==> src/rtl/usb_remote_wakeup.sv <==
// usb_remote_wakeup: device-side USB full-speed suspend detector and remote-wakeup K driver.
// Optional build macro USB_RESUME_FILTER_EN: host K must persist 3 ticks before resume is accepted.
module usb_remote_wakeup #(
    parameter int IN_CLK_MHZ  = 12,
    parameter int SUSPEND_US  = 3000,
    parameter int MIN_IDLE_US = 5000,
    parameter int K_DRIVE_US  = 10000
) (
    input  logic clk,
    input  logic reset_n,
    input  logic usb_p_rx,
    input  logic usb_n_rx,
    input  logic bus_reset,
    input  logic wakeup_enabled,
    input  logic wakeup_req,
    output logic usb_tx_en,
    output logic usb_p_tx,
    output logic usb_n_tx,
    output logic suspended,
    output logic resume_pulse,
    output logic wakeup_busy
);
    // state      | meaning
    // ACTIVE     | bus in use, timing continuous idle J
    // SUSPENDED  | bus suspended, firmware wakeup may be pended
    // DRIVE_K    | driving remote-wakeup K onto the bus
    // RESUMING   | waiting for host end-of-resume SE0, then J
    typedef enum logic [1:0] {ACTIVE, SUSPENDED, DRIVE_K, RESUMING} state_t;

    localparam int              PW           = (IN_CLK_MHZ > 1) ? $clog2(IN_CLK_MHZ) : 1;
    localparam logic [PW-1:0]   PRESC_MAX    = PW'(IN_CLK_MHZ - 1);
    localparam logic [15:0]     SUSPEND_CNT  = 16'(SUSPEND_US);
    localparam logic [15:0]     MIN_IDLE_CNT = 16'(MIN_IDLE_US);
    localparam logic [15:0]     K_DRIVE_CNT  = 16'(K_DRIVE_US);

    state_t        state;
    logic [1:0]    p_sync;
    logic [1:0]    n_sync;
    logic [PW-1:0] presc;
    logic          tick;
    logic          line_j;
    logic          line_k;
    logic          line_se0;
    logic          host_k;
    logic [15:0]   idle_us;
    logic [15:0]   k_us;
    logic          wake_pend;
    logic          seen_se0;

    always_ff @(posedge clk or negedge reset_n) begin
        if (!reset_n) begin
            p_sync <= '0;
            n_sync <= '0;
            presc  <= '0;
        end else begin
            p_sync <= {p_sync[0], usb_p_rx};
            n_sync <= {n_sync[0], usb_n_rx};
            presc  <= tick ? '0 : presc + 1'b1;
        end
    end

    assign tick     = (presc == PRESC_MAX);
    assign line_j   =  p_sync[1] & ~n_sync[1];
    assign line_k   = ~p_sync[1] &  n_sync[1];
    assign line_se0 = ~p_sync[1] & ~n_sync[1];

`ifdef USB_RESUME_FILTER_EN
    // Counts ticks of uninterrupted K while suspended; resume fires on the third.
    logic [1:0] k_ticks;

    always_ff @(posedge clk or negedge reset_n) begin
        if (!reset_n) begin
            k_ticks <= '0;
        end else if (!line_k || state != SUSPENDED) begin
            k_ticks <= '0;
        end else if (tick && k_ticks != 2'd3) begin
            k_ticks <= k_ticks + 2'd1;
        end
    end

    assign host_k = line_k & tick & (k_ticks == 2'd2);
`else
    assign host_k = line_k;
`endif

    always_ff @(posedge clk or negedge reset_n) begin
        if (!reset_n) begin
            state        <= ACTIVE;
            idle_us      <= '0;
            k_us         <= '0;
            wake_pend    <= 1'b0;
            seen_se0     <= 1'b0;
            usb_tx_en    <= 1'b0;
            usb_p_tx     <= 1'b0;
            usb_n_tx     <= 1'b0;
            suspended    <= 1'b0;
            resume_pulse <= 1'b0;
            wakeup_busy  <= 1'b0;
        end else begin
            resume_pulse <= 1'b0;
            if (!line_j) begin
                idle_us <= '0;
            end else if (tick && idle_us != 16'hFFFF) begin
                idle_us <= idle_us + 16'd1;
            end

            if (bus_reset) begin
                state       <= ACTIVE;
                idle_us     <= '0;
                k_us        <= '0;
                wake_pend   <= 1'b0;
                seen_se0    <= 1'b0;
                usb_tx_en   <= 1'b0;
                usb_p_tx    <= 1'b0;
                usb_n_tx    <= 1'b0;
                suspended   <= 1'b0;
                wakeup_busy <= 1'b0;
            end else begin
                case (state)
                    ACTIVE: begin
                        if (idle_us >= SUSPEND_CNT) begin
                            state     <= SUSPENDED;
                            suspended <= 1'b1;
                        end
                    end
                    SUSPENDED: begin
                        if (wakeup_req && wakeup_enabled) begin
                            wake_pend <= 1'b1;
                        end
                        // Host resume wins over starting our own K drive.
                        if (host_k) begin
                            state     <= RESUMING;
                            wake_pend <= 1'b0;
                            seen_se0  <= 1'b0;
                        end else if (wake_pend && idle_us >= MIN_IDLE_CNT) begin
                            state       <= DRIVE_K;
                            wake_pend   <= 1'b0;
                            k_us        <= '0;
                            usb_tx_en   <= 1'b1;
                            usb_p_tx    <= 1'b0;
                            usb_n_tx    <= 1'b1;
                            wakeup_busy <= 1'b1;
                        end
                    end
                    DRIVE_K: begin
                        if (k_us == K_DRIVE_CNT) begin
                            state       <= RESUMING;
                            seen_se0    <= 1'b0;
                            usb_tx_en   <= 1'b0;
                            usb_p_tx    <= 1'b0;
                            usb_n_tx    <= 1'b0;
                            wakeup_busy <= 1'b0;
                        end else if (tick) begin
                            k_us <= k_us + 16'd1;
                        end
                    end
                    RESUMING: begin
                        if (line_se0) begin
                            seen_se0 <= 1'b1;
                        end else if (seen_se0 && line_j) begin
                            state        <= ACTIVE;
                            seen_se0     <= 1'b0;
                            idle_us      <= '0;
                            suspended    <= 1'b0;
                            resume_pulse <= 1'b1;
                        end
                    end
                    default: state <= ACTIVE;
                endcase
            end
        end
    end
endmodule

==> config.mk <==
export PLATFORM = sky130hd
export DESIGN_NAME = usb_remote_wakeup
export DESIGN_NICKNAME = d
export VERILOG_FILES = /design/src/rtl/usb_remote_wakeup.sv
export SDC_FILE = /design/constraint.sdc
export NUM_CORES = 1
export LEC_CHECK = 0
export CAP_MARGIN = 20
export CORE_ASPECT_RATIO = 1.2
export CORE_MARGIN = 2
export CORE_UTILIZATION = 60
export DETAILED_ROUTE_END_ITERATION = 10
export PLACE_DENSITY_LB_ADDON = 0.15
export SLEW_MARGIN = 10
export SYNTH_ARGS = -nofsm -noshare
export SYNTH_HDL_FRONTEND = slang
export SYNTH_SLANG_ARGS = --single-unit
==> constraint.sdc <==
create_clock -name clk -period 2.8 [get_ports clk]
set_input_delay 0.28 -clock clk [delete_from_list [all_inputs] [get_ports clk]]
set_output_delay 0.28 -clock clk [all_outputs]
set_load 0.01 [all_outputs]
==> summary.txt <==
Die
  – Core ar.: 4530 um^2
  – Die Span Y: 78.7 um
  – Chip Width: 66.3 um
  – Initial Util: 61.7%
  – Boundary Pins: 13
  – Die ar.: 5220 um^2
  – Placement row count: 27

Final layout
  – Fillers: 369
  – Area Growth Syn to Fin: 9.41%
  – Commonest non-fill, non-tap cell in the layout: dfrtp_1
  – Final cell count without fillers: 362
  – Layout cells sized above 1: 7.89%
  – Commonest cells after routing, fill and taps aside: dfrtp_1 (47), nand2_1 (25), a21oi_1 (20)
  – Antenna diodes: 0
  – Nets: 320

Clock network
  – CTS root buffer: clkbuf_8
  – CTS Buf Count: 5
  – CTS max path bufs: 2
  – Post-CTS Setup Bufs: 0
  – Hold_buf cts: 0
  – Reg clk slew, reported paths: 90 ps
  – Clk sinks: 47
  – Post-CTS sizing: 0
  – H-Tree Depth: 2
  – Worst-Skew Late Latency: 310 ps
  – TritonCTS clock tree: done

Power
  – Switch Pwr: 471 uW
  – Clk pwr share: 29.2%
  – Sw frac: 30.4%
  – Cell Pwr Density: 507 nW/um^2
  – Pleak: 0.00120 uW
  – Int Power: 1080 uW
  – Sequential share of power: 47.7%
  – Maximum vdd drop: 0.392 mV
  – Comb pwr share: 23.1%

Drt
  – Iteration-0 DRC Markers: 180
  – Residual DRC: 0
  – Final WL: 5.44 mm
  – Via-per-instance ratio: 6.08
  – Drt pass-1 iters: 4
  – Vias post-DR: 2,200
  – Final ANT Viol Nets: 0
  – WL/cell: 15.0 um

STA
  – Tmin final: 2200 ps
  – Final Hold Vio Count: 0
  – Max Slew Vio Count: 0
  – Worst Tran Pin Value: 616 ps
  – Skew final: 7.80 ps
  – Final Setup Violations: 0
  – Fin crit share: 78.7%
  – Slew margin rel.: 58.8%
  – Total negative slack: 0 ps
  – RSZ-0062 raised after global routing: no
  – Fmax: 454 MHz
  – Setup ws final: 597 ps

Critical path
  – CP Capture Type: flip-flop
  – Setup CP Type: reg2reg
  – CP max stage cell: or4_1
  – Kind of cell adding the most delay to the critical path: simple AND/OR/NAND/NOR gates
  – Crit Path Max Fanout: 25
  – Arrival time at the worst endpoint: 2430 ps
  – CP cell instances: inv_1 > ha_1 > and3_1 > a221oi_4 > buf_4 > or4_1 > a21oi_1
  – Startpoint Class: flip-flop
  – Critical Path RT: 3030 ps
  – CP max stage delay: 530 ps
  – Buf/Inv on CP: 2

Placement
  – PortBufs: 11
  – HPWL Detailed: 3.80 mm
  – Inst Count DP: 352
  – Worst slack, placed: 633 ps
  – Routability cong.: 0.843

Hold path
  – Hold crit path type: reg2reg

Global route
  – Pin count of the biggest net entering global routing: 48
  – Vias in the first global route: 2,150
  – Initial antenna violation count: 0
  – Global route overflow: 0
  – Total track usage: 23.5%
  – Global-route wire length before repair: 9.54 mm

Logic synthesis
  – Main flop type after synthesis: dfrtp_1
  – Fraction of registers with async set/reset: 100%
  – Largest area contributor in the netlist: dfrtp_1
  – Synth top area share: 42.1%
  – Post-synth EDFFs: 0
  – Synthesis Warnings: 0
  – Post-synthesis instance area: 2790 um^2
  – Post-synthesis cell type count: 54
  – Area contributors post-synth: dfrtp_1 (42%), ha_1 (4.5%), xnor2_1 (3.8%)
  – Post-Syn Nets: 309
  – Avg Synthesized Cell Area: 9.56 um^2
  – Post-synthesis sequential area ratio: 42.1%
  – Synth Register Bits: 47
  – Gate Count Post-Synth: 292

Outcome
  – Status: complete, no violations

Flow run
  – Max_cap viols: 0
## routing by layer
layer	part of all wire [%]	track usage [%]	vias up	routed length (um)
met5	0	0	-	0
met4	2.6	11.6	0	140
met3	2.7	3.97	12	146
met2	50	38.8	35	2730
met1	45	29.5	1058	2420
li1	-	-	1095	-
## worst paths after layout
| kind | startpoint | to | slack (ps) | depth (start not counted) |
|---|---|---|---|---|
| min reg2reg | p_sync[0] | p_sync[1] | 360 | 0 |
| max in group asynchronous | reset_n | presc[2] | 1940 | 3 |
| min | p_sync[0] | p_sync[1] | 360 | 0 |
| max reg2reg | state[1] | k_us[7] | 600 | 7 |
| max | state[1] | k_us[7] | 600 | 7 |
| min in group asynchronous | reset_n | k_us[12] | 380 | 2 |
## logic make-up after synthesis
family / count (synthesis) / synth area share (%)
AND/OR/NAND/NOR: 119 / 23.9
multiplexers: 7 / 2.55
XOR/XNOR: 15 / 4.70
AO/OA/AOI/OAI: 68 / 17.7
other: 1 / 0.134
flip-flops: 47 / 42.1
buffers and inverters: 25 / 4.44
adder cells (fa/ha/maj): 10 / 4.48
## per-stage QoR
stage | hold WS [ps] | total power, uW | utilization [%] | area (um^2)
after detailed placement | 343 | 1100 | 64.5 | 2920
after global routing | 375 | 1640 | 67.5 | 3060
final | 360 | 1550 | 67.5 | 3060
after global placement | 332 | 1090 | 64.5 | 2920
after floorplan | -15.6 | 1010 | - | 2790
after CTS | 168 | 1560 | 66.8 | 3030
## cells in the mapped netlist, types with 5 or more instances
cell and count:
nor2_1 19, nand4_1 7, a21oi_1 20, o31ai_1 10, nand3_1 10, nand2b_1 7, a31oi_1 5, ha_1 10
nor3_1 7, xnor2_1 12, or4_1 10, and3_1 8, nand2_1 25, dfrtp_1 47, o21ai_0 6, mux2i_1 6
and4_1 6, a211oi_1 10, inv_1 12
## power groups by stage
stage | logic, uW | clock network (uW) | registers [uW]
3_3_place_gp | 346 | 0 | 749
3_5_place_dp | 350 | 0 | 753
5_1_grt | 405 | 494 | 745
2_1_floorplan | 259 | 0 | 748
6_report | 358 | 453 | 740
4_1_cts | 352 | 466 | 739
## worst reg2reg max path, cell delays in order (launching register included)
cell and delay (ps):
dfrtp_1 420, inv_1 130, ha_1 230, and3_1 330
a221oi_4 90, buf_4 230, or4_1 530, a21oi_1 180
## cell type report
class	instances	area, um^2	area share, %
clock buffer	7	96.3	3.15
timing repair buffer	17	165	5.41
multi-input combinational	220	1490	48.9
clock inverter	1	7.51	0.246
inverter	12	45.0	1.47
tap	58	72.6	2.38
sequential	47	1180	38.5
## state kept, by name (all words and copies together) (netlist names)
name and cells:
idle_us 16, k_us 16, presc 4, n_sync 2, p_sync 2, state 2, resume_pulse 1, seen_se0 1
suspended 1, wake_pend 1, wakeup_busy 1
Power figures use the tool's default switching activity.
